`config.mk`:
```
export PLATFORM = sky130hd
export DESIGN_NAME = mem_port_arbiter
export DESIGN_NICKNAME = d
export VERILOG_FILES = /design/src/rtl/mem_port_arbiter.sv
export SDC_FILE = /design/constraint.sdc
export NUM_CORES = 1
export LEC_CHECK = 0
export BUFFER_PORTS_ARGS = -buffer_cell sky130_fd_sc_hd__buf_2
export CORE_ASPECT_RATIO = 0.7
export CORE_UTILIZATION = 26
export DETAILED_ROUTE_END_ITERATION = 12
export PLACE_DENSITY = 0.49
export SYNTH_ARGS = -nofsm -noshare
export SYNTH_HDL_FRONTEND = slang
export SYNTH_SLANG_ARGS = --single-unit
```
`constraint.sdc`:
```
create_clock -name clk -period 1.9 [get_ports clk]
set_input_delay 0.19 -clock clk [delete_from_list [all_inputs] [get_ports clk]]
set_output_delay 0.19 -clock clk [all_outputs]
set_load 0.01 [all_outputs]
```
`src/rtl/mem_port_arbiter.sv`:
```
// Two-requester (fetch / load-store) arbiter onto one memory port with a per-access timeout.
// Define ARB_ROUND_ROBIN_EN to alternate grants on conflict instead of always favouring load-store.
module mem_port_arbiter #(
    parameter int ADDR_W  = 32,
    parameter int TIMEOUT = 15
) (
    input  logic              clk,
    input  logic              reset,
    input  logic              if_req,
    input  logic [ADDR_W-1:0] if_addr,
    output logic              if_gnt,
    output logic              if_valid,
    output logic [ADDR_W-1:0] if_rdata,
    input  logic              ls_req,
    input  logic              ls_we,
    input  logic [ADDR_W-1:0] ls_addr,
    input  logic [ADDR_W-1:0] ls_wdata,
    output logic              ls_gnt,
    output logic              ls_valid,
    output logic [ADDR_W-1:0] ls_rdata,
    output logic              mem_en,
    output logic              mem_we,
    output logic [ADDR_W-1:0] mem_addr,
    output logic [ADDR_W-1:0] mem_wdata,
    input  logic [ADDR_W-1:0] mem_rdata,
    input  logic              mem_ready,
    output logic              err
);

    typedef enum logic [1:0] {IDLE, BUSY_IF, BUSY_LS, DONE} state_t;

    // Abort happens on the edge that ends the TIMEOUT-th busy cycle.
    localparam logic [7:0] CNT_LAST = 8'(TIMEOUT - 1);

    state_t            state_q, state_d;
    logic [7:0]        cnt_q, cnt_d;
    logic [ADDR_W-1:0] addr_q, addr_d;
    logic [ADDR_W-1:0] wdata_q, wdata_d;
    logic              we_q, we_d;
    logic              if_gnt_d, ls_gnt_d, if_valid_d, ls_valid_d, err_d;
    logic [ADDR_W-1:0] if_rdata_d, ls_rdata_d;
    logic              ls_wins;

`ifdef ARB_ROUND_ROBIN_EN
    logic last_ls_q, last_ls_d;

    assign ls_wins = ls_req && (!if_req || !last_ls_q);

    always_comb begin
        last_ls_d = last_ls_q;
        if (state_q == IDLE && (ls_req || if_req))
            last_ls_d = ls_wins;
    end

    always_ff @(posedge clk) begin
        if (reset) last_ls_q <= 1'b0;
        else       last_ls_q <= last_ls_d;
    end
`else
    assign ls_wins = ls_req;
`endif

    // The memory port only ever reflects the latched transaction, never live requester inputs.
    assign mem_en    = (state_q == BUSY_IF) || (state_q == BUSY_LS);
    assign mem_we    = (state_q == BUSY_LS) && we_q;
    assign mem_addr  = mem_en ? addr_q : '0;
    assign mem_wdata = (state_q == BUSY_LS) ? wdata_q : '0;

    always_comb begin
        // NOTE: every signal gets a default before the case so no path leaves one unassigned (no latches).
        state_d    = state_q;
        cnt_d      = cnt_q;
        addr_d     = addr_q;
        we_d       = we_q;
        wdata_d    = wdata_q;
        if_gnt_d   = 1'b0;
        ls_gnt_d   = 1'b0;
        if_valid_d = 1'b0;
        ls_valid_d = 1'b0;
        err_d      = 1'b0;
        if_rdata_d = if_rdata;
        ls_rdata_d = ls_rdata;

        case (state_q)
            IDLE: begin
                if (ls_wins) begin
                    state_d  = BUSY_LS;
                    ls_gnt_d = 1'b1;
                    cnt_d    = '0;
                    addr_d   = ls_addr;
                    we_d     = ls_we;
                    wdata_d  = ls_wdata;
                end else if (if_req) begin
                    state_d  = BUSY_IF;
                    if_gnt_d = 1'b1;
                    cnt_d    = '0;
                    addr_d   = if_addr;
                    we_d     = 1'b0;
                    wdata_d  = '0;
                end
            end
            BUSY_IF, BUSY_LS: begin
                if (mem_ready) begin
                    state_d = DONE;
                    if (state_q == BUSY_LS) begin
                        ls_valid_d = 1'b1;
                        ls_rdata_d = we_q ? '0 : mem_rdata;
                    end else begin
                        if_valid_d = 1'b1;
                        if_rdata_d = mem_rdata;
                    end
                end else if (cnt_q == CNT_LAST) begin
                    state_d = DONE;
                    err_d   = 1'b1;
                    if (state_q == BUSY_LS) begin
                        ls_valid_d = 1'b1;
                        ls_rdata_d = '0;
                    end else begin
                        if_valid_d = 1'b1;
                        if_rdata_d = '0;
                    end
                end else begin
                    cnt_d = cnt_q + 8'd1;
                end
            end
            DONE:    state_d = IDLE;
            default: state_d = IDLE;
        endcase
    end

    always_ff @(posedge clk) begin
        // NOTE: non-blocking assignments so every register samples pre-edge values.
        if (reset) begin
            state_q  <= IDLE;
            cnt_q    <= '0;
            addr_q   <= '0;
            we_q     <= 1'b0;
            wdata_q  <= '0;
            if_gnt   <= 1'b0;
            ls_gnt   <= 1'b0;
            if_valid <= 1'b0;
            ls_valid <= 1'b0;
            err      <= 1'b0;
            if_rdata <= '0;
            ls_rdata <= '0;
        end else begin
            state_q  <= state_d;
            cnt_q    <= cnt_d;
            addr_q   <= addr_d;
            we_q     <= we_d;
            wdata_q  <= wdata_d;
            if_gnt   <= if_gnt_d;
            ls_gnt   <= ls_gnt_d;
            if_valid <= if_valid_d;
            ls_valid <= ls_valid_d;
            err      <= err_d;
            if_rdata <= if_rdata_d;
            ls_rdata <= ls_rdata_d;
        end
    end

endmodule

```
==> results of run 1 <==
==> cell families (layout without fill, tap and decap cells) <==
kind of cell	after synthesis	in the layout	share of synthesized area
other	0	1	0
buffers and inverters	56	382	0.04755
multiplexers	35	35	0.06110
AO/OA/AOI/OAI	182	182	0.2300
adder cells (fa/ha/maj)	4	4	0.008606
flip-flops	144	144	0.4957
AND/OR/NAND/NOR	179	179	0.1571
==> layout make-up <==
cell class	instances	area, sq um
antenna	1	2.502
clock buffer	20	436.7
clock inverter	12	110.1
fill	2192	13110
inverter	6	22.52
multi-input combinational	400	2685
sequential	144	2885
tap	282	352.8
timing repair buffer	344	2185
==> through the flow <==
step | setup slack [ns] | utilization
floorplan | 0.1110 | -
global route | 0.007118 | 0.3982
finish | 0.07365 | 0.3983
global placement | 0.1007 | 0.3460
detailed placement | 0.08495 | 0.3460
CTS | 0.004832 | 0.3940
==> worst max-delay path, stage by stage, from the launching register on <==
cell       delay, ns
dfxtp_2         0.33
inv_2           0.04
ha_4            0.27
buf_12          0.15
clkbuf_16       0.15
and2_1          0.14
buf_2           0.14
==> cells in the mapped netlist (3+ instances only) <==
cell        n
inv_1       6
nand2b_1    4
buf_2      20
a22o_1     65
nand2_1    42
mux2i_1    34
dfxtp_1   144
o21ai_0    32
buf_6       4
nor3_1      3
nor2_1     44
a21oi_1    32
clkbuf_1   23
nand3_1    10
a211oi_1   33
and2_1     65
ha_1        4
==> worst paths after layout <==
kind                       startpoint                   endpoint  slack [ns]  cells after the start
min reg2reg  wdata_q[16]$_SDFFE_PP0P_   wdata_q[16]$_SDFFE_PP0P_        0.47                      1
max           state_q[1]$_SDFFE_PP0P_               mem_addr[31]        0.07                      6
max reg2reg     cnt_q[0]$_SDFFE_PP0P_      cnt_q[2]$_SDFFE_PP0P_        0.19                      8
min                     mem_rdata[30]  ls_rdata[30]$_SDFFE_PP0P_        0.02                      2
==> power by group <==
group / internal [mW] / leakage, nW / total, mW / switching (mW)
sequential: 3.62 / 1.18 / 3.89 / 0.267
clock: 1.81 / 0.268 / 3.16 / 1.35
combinational: 1.95 / 2.62 / 4.33 / 2.38
==> flip-flops by register name, indices dropped and copies added, names as in the netlist <==
register  flops
addr_q       32
if_rdata     32
ls_rdata     32
wdata_q      32
cnt_q         8
state_q       2
err           1
if_gnt        1
if_valid      1
ls_gnt        1
ls_valid      1
we_q          1
==> timing repair <==
item	4_1_cts	5_1_grt
resized for setup	7	7
hold endpoints to repair	47	0
endpoints found under the setup margin	32	43
hold buffers	47	0
pin swaps	0	1
setup buffers	0	2
gates cloned	0	3
==> layer usage <==
layer | global-route usage | vias up | share of wire | routed length (um)
li1 | - | 2766 | - | -
met1 | 0.2022 | 2482 | 0.51 | 8839
met2 | 0.2260 | 176 | 0.42 | 7292
met3 | 0.04304 | 15 | 0.061 | 1066
met4 | 0.05279 | 0 | 0.013 | 232
met5 | 0 | - | 0 | 0
==> run summary, run 1 <==
Outcome: complete, no violations
Max Cap Viol: 0
Fraction of layout cells with a size suffix above 1: 0.3737
Gate Count Post-Synth: 600
Post-synth EDFFs: 0
Cell Area, Synth: 5816 sq um
CTS tree: yes
Slew Viols, Final: 0
Final ANT Viol Nets: 0
Initial DRT Pass Iterations: 4
Share of the synthesized area in the top cell type: 0.4957
Avg Cell Area, Syn: 9.693 sq um
Max-slew headroom: 0.6723
Starting DRC count in detailed routing: 190
Pwr/cell area: 1311 nW/um^2
Chip height: 127.1 um
#FFs+latches synth: 144
Initial Util: 0.2669
Clock tree buffer depth: 2
Die width: 180.8 um
Critical Path End Type: output pin
Part of the cycle the worst path needs: 0.9612
Gr ovfl total: 0
Final hold viol count: 0
Layout area overhead: 49.25%
Htree depth: 4
Fmax: 547.5 MHz
Non-filler cells, final: 1209
Site row count: 45
First-pass GRT wire length: 27560 um
Unique masters post-synth: 46
Largest net degree at the start of global routing: 63
Drt via density: 4.499
Crit path max fanout: 8
Root Buffer: clkbuf_16
Peak VDD IR: 0.7426 mV
Fin area: 8680 sq um
Critical path class: reg2out
Total CTS buffers: 17
Worst Tran Pin Value: 0.4898 ns
DP Cell Count: 1124
Vias in the first global route: 5304
Most common cell after layout, fill and taps aside: buf_2
Minimum clock period: 1.826 ns
GRT Total Usage: 0.1494
HPWL after DPL: 11670 um
RSZ-0062 raised after global routing: false
Die area: 22980 sq um
Worst Hold Slack: 0.01726 ns
Area contributors post-synth: dfxtp_1 50%, a22o_1 9.8%, and2_1 7.0%, mux2i_1 5.9%, a211oi_1 4.3%
Routed WL: 17430 um
I/O pin count: 269
Static Leak: 4.061 nW
Most frequent cells in the layout: 268 x buf_2, 142 x dfxtp_1, 65 x and2_1, 65 x a22o_1, 47 x dlygate4sd3_1
Post-synth ARST share: 0
Seq/Total Area, Yosys: 0.4957
Initial antenna violation count: 1
Skew final: 0.01016 ns
RePlAce Congestion: 0.7427
Final setup vio count: 0
Via Count: 5439
Placed cell area: 7538 sq um
Startpoint types: flip-flop
Clock slew at the register clock pins of the worst setup and hold paths: 0.06 ns
Critical Path RT: 1.71 ns
Pwr Total: 11.38 mW
Post-Syn Nets: 738
Residual DRC: 0
HP Class: in2reg
Post-synth top area cell: dfxtp_1
CORE AREA: 21790 sq um
Yosys warning total: 0
Fin Setup TNS: 0 ns
WL per Instance: 14.42 um
CTS sink cnt: 144
Layout net count: 1051
Synth Flop Type: dfxtp_1
Worst-Skew Late Latency: 0.41 ns
Port bufs: 268
Crit path DAT: 1.64 ns
No activity file was read; power rests on OpenSTA's default activity.
==> run 2: changes to the inputs <==
--- a/config.mk
+++ b/config.mk
@@ -9,7 +9,6 @@
 export CORE_ASPECT_RATIO = 0.7
 export CORE_UTILIZATION = 26
 export DETAILED_ROUTE_END_ITERATION = 12
-export PLACE_DENSITY = 0.49
 export SYNTH_ARGS = -nofsm -noshare
 export SYNTH_HDL_FRONTEND = slang
 export SYNTH_SLANG_ARGS = --single-unit
==> constraint.sdc (replaced) <==
create_clock -name clk -period 1.9 [get_ports clk]
set_input_delay 0 -clock clk [delete_from_list [all_inputs] [get_ports clk]]
set_output_delay 0 -clock clk [all_outputs]
set_load 0.01 [all_outputs]
==> run summary, run 2 (synthesis results as in run 1) <==
DP Cell Count: 1126
Crit path DAT: 2.09 ns
HPWL after DPL: 11820 um
Slowest CP cell: dfxtp_1
Slew Viols, Final: 0
Most common cell after layout, fill and taps aside: buf_2
Site row count: 45
Worst-Skew Late Latency: 0.43 ns
Vias in the first global route: 5890
Largest net degree at the start of global routing: 65
Hold path depth: 4
Via Count: 5894
Clock slew at the register clock pins of the worst setup and hold paths: 0.06 ns
Die area: 22980 sq um
Port bufs: 268
Skew final: 0.006051 ns
Fraction of layout cells with a size suffix above 1: 0.3389
Total CTS buffers: 17
WL per Instance: 14.44 um
Fillcell total: 2104
Routed WL: 18650 um
Worst Tran Pin Value: 0.5479 ns
Htree depth: 4
Non-filler cells, final: 1291
Root Buffer: clkbuf_16
Layout Utilization: 0.4364
ANT cells: 0
Initial DRT Pass Iterations: 5
Fin Setup TNS: 0 ns
Most frequent cells in the layout: 268 x buf_2, 144 x dfxtp_1, 132 x dlygate4sd3_1, 65 x and2_1, 65 x a22o_1
Setup ws final: 0.1159 ns
Crit path max fanout: 30
Layout area overhead: 63.51%
Final hold viol count: 0
Multi-input gate area: 2686 sq um
GRT Total Usage: 0.1626
Layout net count: 1134
DP Worst Slack: 0.03535 ns
Drt via density: 4.565
Max incr delay on CP: 0.31 ns
Outcome: complete, no violations
RePlAce Congestion: 0.7724
CP Cell Sequence: inv_1 -> ha_1 -> nand4b_1 -> buf_4 -> o21ai_4 -> a31oi_4 -> buf_12 -> a22o_1
Peak VDD IR: 0.6536 mV
Static Leak: 4.411 nW
Minimum clock period: 1.784 ns
Final setup vio count: 0
First-pass GRT wire length: 29730 um
Clock tree buffer depth: 2
Part of the cycle the worst path needs: 0.9390
Startpoint types: flip-flop
I/O pin count: 269
Residual DRC: 0
Critical Path RT: 2.21 ns
Worst Hold Slack: 0.02924 ns
Gr ovfl total: 0
Initial Util: 0.2669
Combined flip-flop and latch cell area: 2883 sq um
Die width: 180.8 um
Reg2Reg Depth: 8
Critical path class: reg2reg
CTS tree: yes
HP Class: in2reg
CORE AREA: 21790 sq um
Critical Path End Type: flip-flop
CTS sink cnt: 144
Final ANT Viol Nets: 0
Initial antenna violation count: 0
Max Cap Viol: 0
Max-slew headroom: 0.6348
Starting DRC count in detailed routing: 219
Fmax: 560.5 MHz
Pwr/cell area: 1208 nW/um^2
Chip height: 127.1 um
==> run 2: cell types whose count changed in the layout (fill, tap and decap cells not counted), moves of 2 or more <==
cell,delta
dfxtp_2,-2
inv_2,-2
inv_1,+2
clkbuf_16,-2
buf_4,+4
dlygate4sd3_1,+85
clkinv_4,-4
bufinv_16,+2
clkbuf_8,+4
buf_12,-3
dfxtp_1,+2
buf_6,-2
==> run 2: repair_timing <==
action | 4_1_cts | 5_1_grt
hold buffers | 132 | 0
pin swaps | 0 | 1
setup endpoints to repair | 29 | 44
resized for setup | 2 | 3
gates cloned | 0 | 0
endpoints found under the hold margin | 133 | 0
setup buffers | 0 | 1
==> run 2: report_power, final <==
group	switching [mW]	total, mW	internal (mW)
logic	2.32	4.08	1.76
registers	0.269	3.89	3.62
clock network	1.32	3.53	2.20
total	3.91	11.5	7.58
==> run 2: path summary, 6_finish.rpt <==
check | startpoint | endpoint | slack, ns
setup reg to reg | cnt_q[0]$_SDFFE_PP0P_ | ls_rdata[30]$_SDFFE_PP0P_ | 0.12
hold / removal | ls_req | state_q[0]$_SDFFE_PP0P_ | 0.03
hold reg to reg | wdata_q[26]$_SDFFE_PP0P_ | wdata_q[26]$_SDFFE_PP0P_ | 0.47
setup / recovery | cnt_q[0]$_SDFFE_PP0P_ | ls_rdata[30]$_SDFFE_PP0P_ | 0.12
==> run 2: per-stage QoR <==
stage / area, sq um / total power [mW]
6_report: 9509 / 11.49
5_1_grt: 9509 / 12.20
2_1_floorplan: 5816 / 6.223
3_3_place_gp: 7541 / 7.656
3_5_place_dp: 7541 / 7.706
4_1_cts: 9485 / 11.54
==> run 2: cell type report <==
cell class / instances / area share
Clock buffer: 23 / 0.05132
Clock inverter: 9 / 0.01355
Inverter: 6 / 0.002368
Multi-Input combinational cell: 400 / 0.2825
Sequential cell: 144 / 0.3032
Tap cell: 282 / 0.03711
Timing Repair Buffer: 427 / 0.3100
==> run 2: metal layers <==
metal  track usage  wire [um]  vias up
li1              -          -     2937
met1        0.1944       8357     2707
met2        0.2778       8670      233
met3       0.05160       1394       17
met4       0.05178        225        0
met5             0          0        -
==> run 2: critical path, delay by kind of cell, from the launching register on <==
family | cells | cell delay, ns
compound gates | 3 | 0.51
simple gates | 1 | 0.20
buf+inv | 3 | 0.48
fa+ha+maj | 1 | 0.16
flops | 1 | 0.31
